===== config.mk =====
export PLATFORM = sky130hd
export DESIGN_NAME = hazard_stall_ctrl
export DESIGN_NICKNAME = d
export VERILOG_FILES = /design/src/rtl/hazard_pkg.sv /design/src/rtl/hazard_stall_ctrl_scoreboard.sv /design/src/rtl/hazard_stall_ctrl.sv
export SDC_FILE = /design/constraint.sdc
export NUM_CORES = 1
export LEC_CHECK = 0
export BUFFER_PORTS_ARGS = -buffer_cell sky130_fd_sc_hd__clkbuf_2
export CORE_AREA = 4 4 87 89
export DETAILED_ROUTE_END_ITERATION = 10
export DIE_AREA = 0 0 91 93
export SLEW_MARGIN = 20
export SYNTH_ARGS = -nofsm -noshare
export SYNTH_HDL_FRONTEND = slang
export SYNTH_HIERARCHICAL = 1
export SYNTH_SLANG_ARGS = --single-unit

===== constraint.sdc =====
create_clock -name clk -period 9.1 [get_ports clk]
set_input_delay 0.91 -clock clk [delete_from_list [all_inputs] [get_ports clk]]
set_output_delay 0.91 -clock clk [all_outputs]
set_load 0.005 [all_outputs]

===== src/rtl/hazard_pkg.sv =====
// Shared types and decode helpers for the decode-stage hazard/stall sequencer.
package hazard_pkg;

    localparam int unsigned INST_W    = 32;
    localparam int unsigned REG_W     = 4;
    localparam int unsigned OPTYPE_HI = 31;
    localparam int unsigned OPTYPE_LO = 30;
    localparam int unsigned OPCODE_HI = 29;
    localparam int unsigned OPCODE_LO = 26;
    localparam int unsigned RC_HI     = 25;
    localparam int unsigned RC_LO     = 22;
    localparam int unsigned RA_HI     = 21;
    localparam int unsigned RA_LO     = 18;
    localparam int unsigned RB_HI     = 17;
    localparam int unsigned RB_LO     = 14;

    typedef enum logic [1:0] {
        OP_ALU_R = 2'b00,
        OP_ALU_I = 2'b01,
        OP_MEM   = 2'b10,
        OP_BR    = 2'b11
    } op_type_t;

    typedef enum logic {
        RUN  = 1'b0,
        KILL = 1'b1
    } state_t;

    typedef struct packed {
        logic rd_a;
        logic rd_b;
        logic rd_c;
        logic wr_c;
    } dec_t;

    // Register read/write usage of one instruction; is_load is opCode[0].
    function automatic dec_t decode_inst(input op_type_t op, input logic is_load);
        dec_t d;
        d = '0;
        case (op)
            OP_ALU_R: begin
                d.rd_a = 1'b1;
                d.rd_b = 1'b1;
                d.wr_c = 1'b1;
            end
            OP_ALU_I: begin
                d.rd_a = 1'b1;
                d.wr_c = 1'b1;
            end
            OP_MEM: begin
                d.rd_a = 1'b1;
                d.rd_c = ~is_load;
                d.wr_c = is_load;
            end
            default: begin
                d.rd_a = 1'b1;
            end
        endcase
        return d;
    endfunction

endpackage


===== src/rtl/hazard_stall_ctrl_scoreboard.sv =====
// Per-register in-flight write counters with sticky underflow error.
module reg_scoreboard #(
    parameter int unsigned DEPTH = 3,
    parameter int unsigned NREGS = 16,
    parameter int unsigned CW    = 2,
    parameter int unsigned IW    = 4
) (
    input  logic                      clk,
    input  logic                      rst,
    input  logic                      inc,
    input  logic [IW-1:0]             inc_idx,
    input  logic                      dec,
    input  logic [IW-1:0]             dec_idx,
    output logic [NREGS-1:0][CW-1:0]  cnt,
    output logic                      sb_err
);

    logic [NREGS-1:0][CW-1:0] cnt_nxt;
    logic                     err_nxt;

    // Simultaneous inc and dec of one register cancel; dec at zero saturates.
    always_comb begin
        cnt_nxt = cnt;
        for (int r = 0; r < int'(NREGS); r++) begin
            if (inc && (inc_idx == IW'(r)) && !(dec && (dec_idx == IW'(r)))) begin
                if (cnt[r] != CW'(DEPTH)) begin
                    cnt_nxt[r] = cnt[r] + CW'(1);
                end
            end else if (dec && (dec_idx == IW'(r)) && !(inc && (inc_idx == IW'(r)))) begin
                if (cnt[r] != '0) begin
                    cnt_nxt[r] = cnt[r] - CW'(1);
                end
            end
        end
        err_nxt = sb_err | (dec & (cnt[dec_idx] == '0));
    end

    always_ff @(posedge clk) begin
        if (rst) begin
            cnt    <= '0;
            sb_err <= 1'b0;
        end else begin
            cnt    <= cnt_nxt;
            sb_err <= err_nxt;
        end
    end

endmodule


===== src/rtl/hazard_stall_ctrl.sv =====
// Decode-stage RAW/capacity stall and branch-kill sequencer for the 5-stage pipeline.
// Optional HAZARD_STATS_EN adds saturating stall_cycles / kill_cycles counters.
module hazard_stall_ctrl
    import hazard_pkg::*;
#(
    parameter int unsigned DEPTH        = 3,
    parameter int unsigned NREGS        = 16,
    parameter int unsigned FLUSH_CYCLES = 2
) (
    input  logic        clk,
    input  logic        rst,
    input  logic        id_valid,
    input  logic [31:0] id_inst,
    input  logic        wb_we,
    input  logic [3:0]  wb_rd,
    input  logic        branch_taken,
    output logic        pc_en,
    output logic        if_id_en,
    output logic        id_ex_en,
    output logic        id_ex_bubble,
    output logic        stall,
    output logic        sb_err
`ifdef HAZARD_STATS_EN
    ,
    output logic [31:0] stall_cycles,
    output logic [31:0] kill_cycles
`endif
);

    localparam int unsigned CW = $clog2(DEPTH + 1);
    localparam int unsigned KW = 2;

    state_t                   state_q, state_d;
    logic [KW-1:0]            kill_q, kill_d;
    logic [NREGS-1:0][CW-1:0] cnt;
    dec_t                     dec;
    logic [REG_W-1:0]         rc, ra, rb;
    logic                     hazard, cap, issue;
    logic                     unused_bits;

    assign rc          = id_inst[RC_HI:RC_LO];
    assign ra          = id_inst[RA_HI:RA_LO];
    assign rb          = id_inst[RB_HI:RB_LO];
    assign dec         = decode_inst(op_type_t'(id_inst[OPTYPE_HI:OPTYPE_LO]), id_inst[OPCODE_LO]);
    assign unused_bits = ^{id_inst[OPCODE_HI:OPCODE_LO+1], id_inst[RB_LO-1:0]};

    // No WB bypass: any nonzero registered count on a source blocks issue.
    assign hazard = id_valid & ((dec.rd_a & (cnt[ra] != '0)) |
                                (dec.rd_b & (cnt[rb] != '0)) |
                                (dec.rd_c & (cnt[rc] != '0)));
    assign cap    = id_valid & dec.wr_c & (cnt[rc] == CW'(DEPTH));

    always_comb begin
        state_d      = state_q;
        kill_d       = kill_q;
        pc_en        = 1'b0;
        if_id_en     = 1'b0;
        id_ex_en     = 1'b1;
        id_ex_bubble = 1'b1;
        stall        = 1'b0;
        issue        = 1'b0;
        if (rst) begin
            state_d = RUN;
            kill_d  = '0;
        end else if (branch_taken) begin
            // Branch outranks stall: the decode instruction is killed, not held.
            state_d  = KILL;
            kill_d   = KW'(FLUSH_CYCLES - 1);
            pc_en    = 1'b1;
            if_id_en = 1'b1;
        end else if (state_q == KILL) begin
            pc_en    = 1'b1;
            if_id_en = 1'b1;
            if (kill_q == '0) begin
                state_d = RUN;
            end else begin
                kill_d = kill_q - KW'(1);
            end
        end else if (hazard | cap) begin
            stall = 1'b1;
        end else begin
            pc_en        = 1'b1;
            if_id_en     = 1'b1;
            id_ex_bubble = ~id_valid;
            issue        = id_valid;
        end
    end

    always_ff @(posedge clk) begin
        if (rst) begin
            state_q <= RUN;
            kill_q  <= '0;
        end else begin
            state_q <= state_d;
            kill_q  <= kill_d;
        end
    end

    reg_scoreboard #(
        .DEPTH (DEPTH),
        .NREGS (NREGS),
        .CW    (CW),
        .IW    (REG_W)
    ) u_sb (
        .clk     (clk),
        .rst     (rst),
        .inc     (issue & dec.wr_c),
        .inc_idx (rc),
        .dec     (wb_we),
        .dec_idx (wb_rd),
        .cnt     (cnt),
        .sb_err  (sb_err)
    );

`ifdef HAZARD_STATS_EN
    always_ff @(posedge clk) begin
        if (rst) begin
            stall_cycles <= '0;
            kill_cycles  <= '0;
        end else begin
            if (stall && (stall_cycles != '1)) begin
                stall_cycles <= stall_cycles + 32'd1;
            end
            if (((state_q == KILL) || branch_taken) && (kill_cycles != '1)) begin
                kill_cycles <= kill_cycles + 32'd1;
            end
        end
    end
`endif

endmodule

==> summary.txt, run 1 <==
STA
  – Final worst-path cycle share: 0.4460
  – Final Hold Fails: 0
  – Worst-Margin Slew: ~780 ps
  – Max_slew headroom: 0.4832
  – Setup TNS: 0 ps
  – Fmax: roughly 250 MHz
  – RSZ-0062 raised after global routing: false
  – Setup-failing EPs final: 0
  – Final min period: just over 4000 ps
  – Final Max Slew Viols: 0
  – Clk_skew: between 8 and 9 ps

Floorplanning
  – DIE AREA: 0.008463 sq mm
  – Num ports: 47
  – Die outline width: between 90 and 100 microns
  – Vert. Die Dim: between 90 and 100 microns
  – CORE AREA: 0.006756 sq mm
  – Initial Utilization: 0.4385
  – FP Rows: 30

Worst setup path
  – Crit path launch type: input pin
  – CP Max Fanout: 15
  – WS Path Type: in2reg
  – Req. time, crit path: around 9300 ps
  – CP Data Arrival Time: between 4000 and 5000 ps
  – Critical Path End Type: flop

Logic synthesis
  – Post-synthesis adder-cell area fraction: 0.07179
  – Syn Area/Cell: 8.140 sq um
  – Synthesized area: 0.002963 sq mm
  – Post-synth ARST share: 0
  – Yosys warns: 6
  – Synthesized instance count: around 360
  – Seq/Total Area, Yosys: 0.2432
  – Most used DFF post-synth: dfxtp_1
  – FF+latch count, synth: 36
  – Multiplexer share of the synthesized area: 0.1769
  – Post-synth EDFFs: 0
  – XOR/XNOR Fraction of Synth Area: 0.002956
  – Syn_nets: ~420
  – Yosys cell types: between 40 and 50
  – Synth Area in Compound Gates: 0.1951
  – Largest family of logic cells by synthesized area: simple AND/OR/NAND/NOR gates
  – Simple-gate share of the synthesized area: 0.2770

Clock tree
  – Clock Path Buffers: 2
  – Clock sink total: 36
  – H-tree depth: 2
  – Cts hold-fix bufs: 0
  – Clk Latency, worst-skew pair: 290 ps
  – CTS buffer count: 5
  – CTS-repair resized insts: 0
  – CTS tree: done
  – Root buffer cell: clkbuf_8
  – CTS clk-pin slew, worst paths: about 80 ps
  – Setup Fix Bufs, Post-CTS: 0

Power and ir drop
  – Power per cell area: 97.50 mW/mm^2
  – Static leakage: between 1 and 1.5 nW
  – Worst VDD drop: a little under 0.00007 V

Detailed routing
  – Drt first-iter violations: about 130
  – Final WL: approximately 7.5 mm
  – Pre-antenna DRT Iters: 4
  – Total vias in the final route: between 2000 and 3000
  – Wire per inst: around 16 microns
  – Remaining antenna violation count after routing: 0
  – DRC: 0
  – Via-per-instance ratio: approximately 5.8

Finish
  – Multi-input gate area: around 0.0021 sq mm
  – Final Core Density: 0.4744
  – Commonest non-fill, non-tap cell in the layout: a21oi_1
  – Fin area: ~0.0032 sq mm
  – Nets@finish: approximately 440
  – Storage cell area: 720.7 sq um
  – Layout cells sized above 1: 0.1328
  – Ant diodes: 0
  – Area grow syn2layout: 8.192%
  – Most frequent cells in the layout: a21oi_1, nor2_1, dfxtp_1, o21ai_0, clkbuf_2
  – Number of fillers in the final layout: around 700

Global route
  – Total Routing Usage GR: 0.1888
  – Vias in the first global route: about 2600
  – Initial antenna violation count: 0
  – First-pass GRT wire length: roughly 13 mm
  – Largest net degree at the start of global routing: 40
  – GR Overflow Total: 0

Place
  – GPL Wtd Cong: just under 0.9
  – PortBufs: 28
  – DP HPWL: 5.745 mm
  – DP Area: 0.003128 sq mm

Run status
  – Status: completed

Run
  – MaxCap Viol Count: 0

Hold path
  – Hold Path Class: reg2reg
==> per-stage QoR <==
step / setup WS, ps / power [mW] / hold slack, ps / cells
2_1_floorplan: 5442 / 0.1928 / 458.8 / 364
3_3_place_gp: 4803 / 0.2068 / 491.3 / 457
3_5_place_dp: 4762 / 0.2073 / 490.4 / 457
4_1_cts: 5061 / 0.3198 / 503.8 / 464
5_1_grt: 4787 / 0.3297 / 533.7 / 464
6_report: 5041 / 0.3125 / 500.9 / 464
==> state kept, by name, indices dropped and copies added, names as in the netlist <==
name and cells:
kill_q 2, u_sb/sb_err 1, state_q 1, u_sb/cnt 32
==> worst max-delay path, stage by stage <==
cell and delay (ps):
clkbuf_2 340, mux4_2 580, a22oi_1 220, nand3_1 150
o211ai_2 160, and2_4 160, and4_1 280, or3b_2 520
nor3_1 250, ha_1 320, nor2b_1 140, o21ai_0 90
a21oi_1 140
==> path summary, 6_finish.rpt <==
check / from / endpoint / slack (ps) / cells after the start
worst max-delay path: id_inst[22] / u_sb/cnt[1] / 5040 / 13
worst min-delay path: kill_q[1] / kill_q[1] / 500 / 2
worst max register to register: u_sb/cnt[10] / u_sb/cnt[1] / 5690 / 12
worst min register to register: kill_q[1] / kill_q[1] / 500 / 2
==> routing by layer <==
| layer | track usage | vias up | part of all wire |
|---|---|---|---|
| li1 | - | 1374 | - |
| met1 | 0.2551 | 1252 | 0.47 |
| met2 | 0.2980 | 76 | 0.45 |
| met3 | 0.04183 | 9 | 0.063 |
| met4 | 0.06533 | 0 | 0.015 |
| met5 | 0 | - | 0 |
==> area by class of cell <==
class                      instances  area share
clock buffer                       6     0.02264
clock inverter                     1    0.001561
inverter                           5    0.005855
multi-input combinational        308      0.6702
sequential                        36      0.2248
tap                               80     0.03123
timing repair buffer              28     0.04372
==> logic make-up after synthesis <==
group	after synthesis
XOR/XNOR	1
AO/OA/AOI/OAI	100
buffers and inverters	20
adder cells (fa/ha/maj)	17
AND/OR/NAND/NOR	157
other	1
flip-flops	36
multiplexers	32
==> power by group <==
| group | switching, mW | internal, mW | total (mW) |
|---|---|---|---|
| logic | 0.0266 | 0.0178 | 0.0444 |
| registers | 0.000572 | 0.159 | 0.159 |
| clock network | 0.0567 | 0.0521 | 0.109 |
==> synthesized netlist by cell type (all sizes together), types with 2 or more instances <==
master | number | area, sq um
a21oi | 45 | 225.2
nor2 | 44 | 165.2
dfxtp | 36 | 720.7
o21ai | 34 | 170.2
nor2b | 21 | 131.4
nor3 | 19 | 95.09
nand2 | 18 | 67.56
nand2b | 18 | 112.6
ha | 17 | 212.7
mux2i | 16 | 160.2
mux4 | 15 | 352.8
nand3b | 15 | 112.6
nand3 | 11 | 55.05
clkbuf | 8 | 30.03
buf | 7 | 45.03
inv | 5 | 18.77
a21o | 3 | 22.52
a211o | 2 | 17.52
a211oi | 2 | 15.01
a22oi | 2 | 15.01
and3 | 2 | 12.51
nor3b | 2 | 15.01
o211ai | 2 | 20.02
o21a | 2 | 15.01
or2 | 2 | 12.51
or3b | 2 | 17.52
No activity file was read; power rests on OpenSTA's default activity.
==> run 2, diff against run 1 <==
Clock period 9.1 ns to 3.95 ns, I/O delays scaled along.
==> summary.txt, run 2 (synthesis gave the netlist of run 1 again) <==
Run status
  – Status: completed

Clock tree
  – Clock Path Buffers: 2
  – Root buffer cell: clkbuf_8
  – CTS tree: done
  – Clk Latency, worst-skew pair: 290 ps
  – Setup Fix Bufs, Post-CTS: 0
  – CTS-repair resized insts: 0
  – CTS clk-pin slew, worst paths: around 70 ps
  – Clock sink total: 36
  – H-tree depth: 2
  – Cts hold-fix bufs: 0
  – CTS buffer count: 5

Finish
  – Commonest non-fill, non-tap cell in the layout: a21oi_1
  – Fin area: between 0.003 and 0.004 sq mm
  – Area grow syn2layout: 9.206%
  – Layout cells sized above 1: 0.1421
  – Most frequent cells in the layout: a21oi_1, nor2_1, dfxtp_1, o21ai_0, clkbuf_2
  – Largest registers: u_sb/cnt x32, kill_q x2
  – Register with the most flip-flops: u_sb/cnt
  – Nets@finish: approximately 440
  – Largest register FFs: 32
  – Ant diodes: 0
  – Number of fillers in the final layout: 668

Worst setup path
  – R2R depth: 12
  – Buf+Inv Stages, Crit Path: 1
  – Cells along the critical path: clkbuf_2, mux4_2, a22oi_1, nand3_1, o211ai_2, and2_4, and4_1, or3b_2, nor3_1, ha_1, nor2b_1, o21ai_0, a21oi_1
  – Crit path to: u_sb/cnt[1]
  – Crit path launch type: input pin
  – CP Max Fanout: 15
  – Critical Path End Type: flop
  – Stages on worst setup path: 13
  – Req. time, crit path: about 4200 ps
  – WS Path Type: in2reg
  – Worst r2r src: u_sb/cnt[10]
  – Worst reg2reg setup slack: approximately 650 ps
  – Critical path's largest stage delay: ~560 ps
  – CP delay by family, top: simple AND/OR/NAND/NOR gates
  – Crit path from: id_inst[22]
  – CP Data Arrival Time: roughly 3700 ps
  – Reg-to-reg endpoint: u_sb/cnt[1]
  – Slowest-stage cell, CP: mux4_2

Global route
  – Total Routing Usage GR: 0.1843
  – GR Overflow Total: 0
  – Largest net degree at the start of global routing: 39
  – Vias in the first global route: roughly 2600
  – Initial antenna violation count: 0
  – Global Route met1 Usage: 0.2567
  – First-pass GRT wire length: between 10 and 15 mm
  – Global Route met3 Usage: 0.03218
  – Met2 Usage GRT: 0.2918
  – Busiest grt layer: met2

Floorplanning
  – DIE AREA: between 0.008 and 0.009 sq mm
  – Vert. Die Dim: ~93 microns
  – FP Rows: 30
  – Die outline width: ~91 microns
  – Initial Utilization: 0.4385
  – CORE AREA: approximately 0.0068 sq mm
  – Num ports: 47

Detailed routing
  – Remaining antenna violation count after routing: 0
  – Total vias in the final route: ~2700
  – DRC: 0
  – Wire per inst: 15.70 microns
  – Drt first-iter violations: 197
  – Final WL: 7.334 mm
  – Via-per-instance ratio: 5.876
  – Pre-antenna DRT Iters: 4

STA
  – Min Hold Slack: 314.6 ps
  – Final worst-path cycle share: 0.8707
  – Clk_skew: about 5.7 ps
  – Setup TNS: 0 ps
  – Final Hold Fails: 0
  – Setup-failing EPs final: 0
  – RSZ-0062 raised after global routing: false
  – Final min period: between 3000 and 4000 ps
  – Fmax: 290.8 MHz
  – Final Max Slew Viols: 0

Hold path
  – Hold Path Class: in2reg
  – Hold path cells: 2

Place
  – DP Area: about 0.0031 sq mm
  – DP HPWL: roughly 5.8 mm
  – PortBufs: 28
  – GPL Wtd Cong: around 0.88

Power and ir drop
  – Worst VDD drop: ~0.0001 V
  – Power per cell area: between 200 and 250 mW/mm^2
  – Static leakage: 1.079 nW

Run
  – MaxCap Viol Count: 0
==> run 2: cell count changes in the layout (fill, tap and decap cells not counted), sizes merged <==
cell    change
buf         +2
clkinv      +1
==> run 2: worst reg2reg max path, cell delays in order (launching register included) <==
cell and delay (ps):
dfxtp_1 390, mux4_2 500, a22oi_1 230, nand3_1 150, o211ai_2 150, and2_4 160, and4_1 240, or3b_2 520
nor3_1 220, ha_1 310, nor2b_1 150, o21ai_0 90, a21oi_1 140
==> run 2: layout make-up <==
class	instances	area [sq um]	share of cell area
Clock buffer	6	82.58	0.02552
Clock inverter	2	10.01	0.003094
Inverter	5	18.77	0.005800
Multi-Input combinational cell	308	2148	0.6640
Sequential cell	36	720.7	0.2227
Tap cell	80	100.1	0.03094
Timing Repair Buffer	30	155.1	0.04795
==> run 2: routing by layer <==
| metal | up-vias | share of wire |
|---|---|---|
| li1 | 1387 | - |
| met1 | 1265 | 0.46 |
| met2 | 84 | 0.46 |
| met3 | 8 | 0.067 |
| met4 | 0 | 0.012 |
| met5 | - | 0 |
==> run 2: worst min-delay path by stage <==
stage	from	end	slack, ps
3_3_place_gp	kill_q[1]	kill_q[1]	490
4_1_cts	branch_taken	kill_q[1]	310
6_report	branch_taken	kill_q[1]	310
2_1_floorplan	u_sb/sb_err	u_sb/sb_err	460
5_1_grt	branch_taken	kill_q[1]	340
3_5_place_dp	kill_q[1]	kill_q[1]	490
==> run 2: report_power, final <==
part | total (mW) | switching (mW) | internal (mW)
Clock | 0.277 | 0.138 | 0.139
Combinational | 0.103 | 0.0610 | 0.0420
Sequential | 0.367 | 0.00137 | 0.366
Total | 0.747 | 0.200 | 0.547
==> run 2: metrics by stage <==
stage	power, mW	util	instances	worst slack (ps)
floorplan	0.4442	-	364	806.6
global placement	0.4776	0.4652	459	244.2
detailed placement	0.4788	0.4652	459	236.9
CTS	0.7586	0.4789	467	527.8
global route	0.7852	0.4789	467	234.3
finish	0.7473	0.4789	467	510.9
==> run 3, diff against run 2 <==
Settings changed: CELL_PAD_IN_SITES_DETAIL_PLACEMENT set to 1, CELL_PAD_IN_SITES_GLOBAL_PLACEMENT set to 2, CORE_AREA 4 4 87 89 to 4 4 105 107, DIE_AREA 0 0 91 93 to 0 0 109 111, PLACE_DENSITY_LB_ADDON set to 0.1.
Clock period 3.95 ns to 3.13 ns, I/O delays scaled along.
==> summary.txt, run 3 (synthesis gave the netlist of run 1 again) <==
Run status
  – Status: completed

Finish
  – Nets@finish: a little under 500
  – Largest registers: u_sb/cnt x32, kill_q x2
  – Area grow syn2layout: 30.11%
  – Ant diodes: 0
  – Layout cells sized above 1: 0.3303
  – Non-Filler Instances: between 500 and 600
  – Register with the most flip-flops: u_sb/cnt
  – Largest register FFs: 32
  – Fin area: just under 0.004 sq mm
  – Most frequent cells in the layout: a21oi_1, buf_4, nor2_1, o21ai_0, clkbuf_2

STA
  – Final worst-path cycle share: 0.9747
  – Final Max Slew Viols: 0
  – Setup-failing EPs final: 0
  – Worst-Margin Slew: about 670 ps
  – Clk_skew: ~7 ps
  – Max_slew headroom: 0.5515
  – Final Hold Fails: 0
  – Final min period: about 3000 ps
  – Setup TNS: 0 ps
  – Fmax: between 300 and 400 MHz
  – RSZ-0062 raised after global routing: true

Power and ir drop
  – Switch share: 0.2797
  – Sw Pwr: between 200 and 300 uW
  – Power per cell area: 254.6 mW/mm^2
  – Worst VDD drop: between 0.0001 and 0.00015 V
  – Int Power: roughly 710 uW
  – Sequential share of power: 0.470
  – Static leakage: approximately 1.4 nW
  – Clock power share: 0.368
  – Comb pwr share: 0.162

Hold path
  – Hold wc startpoint: branch_taken
  – Hold Path Class: in2reg
  – Hold path cells: 2
  – Worst Hold End: kill_q[1]

Floorplanning
  – DIE AREA: between 0.01 and 0.015 sq mm
  – Initial Utilization: 0.2922
  – Die outline width: 109 microns
  – FP Rows: 37
  – Vert. Die Dim: 111 microns
  – CORE AREA: between 0.01 and 0.015 sq mm
  – Num ports: between 40 and 50

Worst setup path
  – Critical Path End Type: flop
  – Slowest-stage cell, CP: mux4_2
  – Worst r2r src: u_sb/cnt[4]
  – Crit path launch type: flop
  – CP Data Arrival Time: around 3200 ps
  – Critical path's largest stage delay: around 480 ps
  – Req. time, crit path: between 3000 and 4000 ps
  – WS Path Type: reg2reg
  – CP Max Fanout: 7
  – R2R depth: 14
  – Cells along the critical path: mux4_2, a22oi_2, nand3_2, o211ai_2, and2_4, and4_4, buf_6, nand3b_1, buf_6, buf_6, nor2_2, ha_4, o21ai_0, a21oi_1
  – Top cell by count, worst path: buf_6
  – Worst reg2reg setup slack: 80 ps
  – Reg-to-reg endpoint: u_sb/cnt[23]

Place
  – GPL Wtd Cong: approximately 0.84
  – PortBufs: 28
  – DP Area: 0.003526 sq mm
  – DP HPWL: 7.808 mm
  – Placed Cells: between 500 and 600

Detailed routing
  – Pre-antenna DRT Iters: 4
  – Remaining antenna violation count after routing: 0
  – Total vias in the final route: slightly below 3000
  – Drt first-iter violations: 83
  – Final WL: 10.16 mm
  – DRC: 0
  – Wire per inst: 17.85 microns
  – Via-per-instance ratio: roughly 5.2

Run
  – MaxCap Viol Count: 0

Clock tree
  – Cts hold-fix bufs: 0
  – Root buffer cell: clkbuf_8
  – Clock sink total: 36
  – CTS clk-pin slew, worst paths: ~80 ps
  – CTS tree: done
  – CTS buffer count: 5
  – Clock Path Buffers: 2
  – H-tree depth: 2
  – Clk Latency, worst-skew pair: between 200 and 300 ps

Global route
  – GR Overflow Total: 0
  – Largest net degree at the start of global routing: 39
  – Initial antenna violation count: 0
  – Total Routing Usage GR: 0.1705
  – First-pass GRT wire length: 16.22 mm
  – Vias in the first global route: ~3000
## run 3: cell types whose count changed in the layout (fill, tap and decap cells not counted), sizes merged
cell,change
buf,+46
clkinv,-2
clkbuf,+2
## run 3: timing repair
item                                    4_1_cts  5_1_grt
pin swaps                                     1       21
resized for setup                             5       52
endpoints found under the setup margin       16       28
hold endpoints to repair                      0        0
buffers inserted                              0        6
## run 3: critical path, delay by kind of cell (launching register included)
kind	cells	cell delay [ps]
adders and majority gates	1	240
muxes	1	480
buffers and inverters	3	400
and+or+nand+nor	5	790
AOI/OAI and AO/OA	4	620
DFF	1	370
## run 3: per-stage QoR
step | worst slack (ps) | hold WS [ps] | util | power (mW)
floorplan | 68.61 | 385.4 | - | 0.5606
global placement | -356.7 | 485.0 | 0.3478 | 0.6218
detailed placement | -446.9 | 474.9 | 0.3478 | 0.6220
CTS | 7.194 | 233.3 | 0.3579 | 0.9934
global route | -68.45 | 245.8 | 0.3802 | 1.035
finish | 79.08 | 236.1 | 0.3802 | 0.9816
## run 3: cell type report
cell class                 instances  area, sq um
multi-input combinational        308         2313
sequential                        36        735.7
fill                            1234         6284
inverter                           5        18.77
tap                              136        170.2
timing repair buffer              76        526.8
clock buffer                       8        90.09
## run 3: worst max path at each step
stage	startpoint	to	cells after the start
3_3_place_gp	id_inst[22]	u_sb/cnt[1]	13
4_1_cts	u_sb/cnt[7]	u_sb/cnt[17]	13
2_1_floorplan	id_inst[22]	u_sb/cnt[1]	13
5_1_grt	u_sb/cnt[4]	u_sb/cnt[22]	15
6_report	u_sb/cnt[4]	u_sb/cnt[23]	14
3_5_place_dp	id_inst[22]	u_sb/cnt[0]	13
## run 3: routing by layer
layer,part of all wire,global-route usage,up-vias
li1,-,-,1470
met1,0.48,0.2383,1420
met2,0.47,0.2772,50
met3,0.036,0.02504,6
met4,0.013,0.03367,0
met5,0,0,-
## run 3: power by group through the flow
stage,logic [mW],clock network [mW],registers (mW)
floorplan,0.0869,0,0.474
global placement,0.148,0,0.474
detailed placement,0.148,0,0.474
CTS,0.150,0.380,0.463
global route,0.175,0.397,0.463
finish,0.159,0.361,0.462
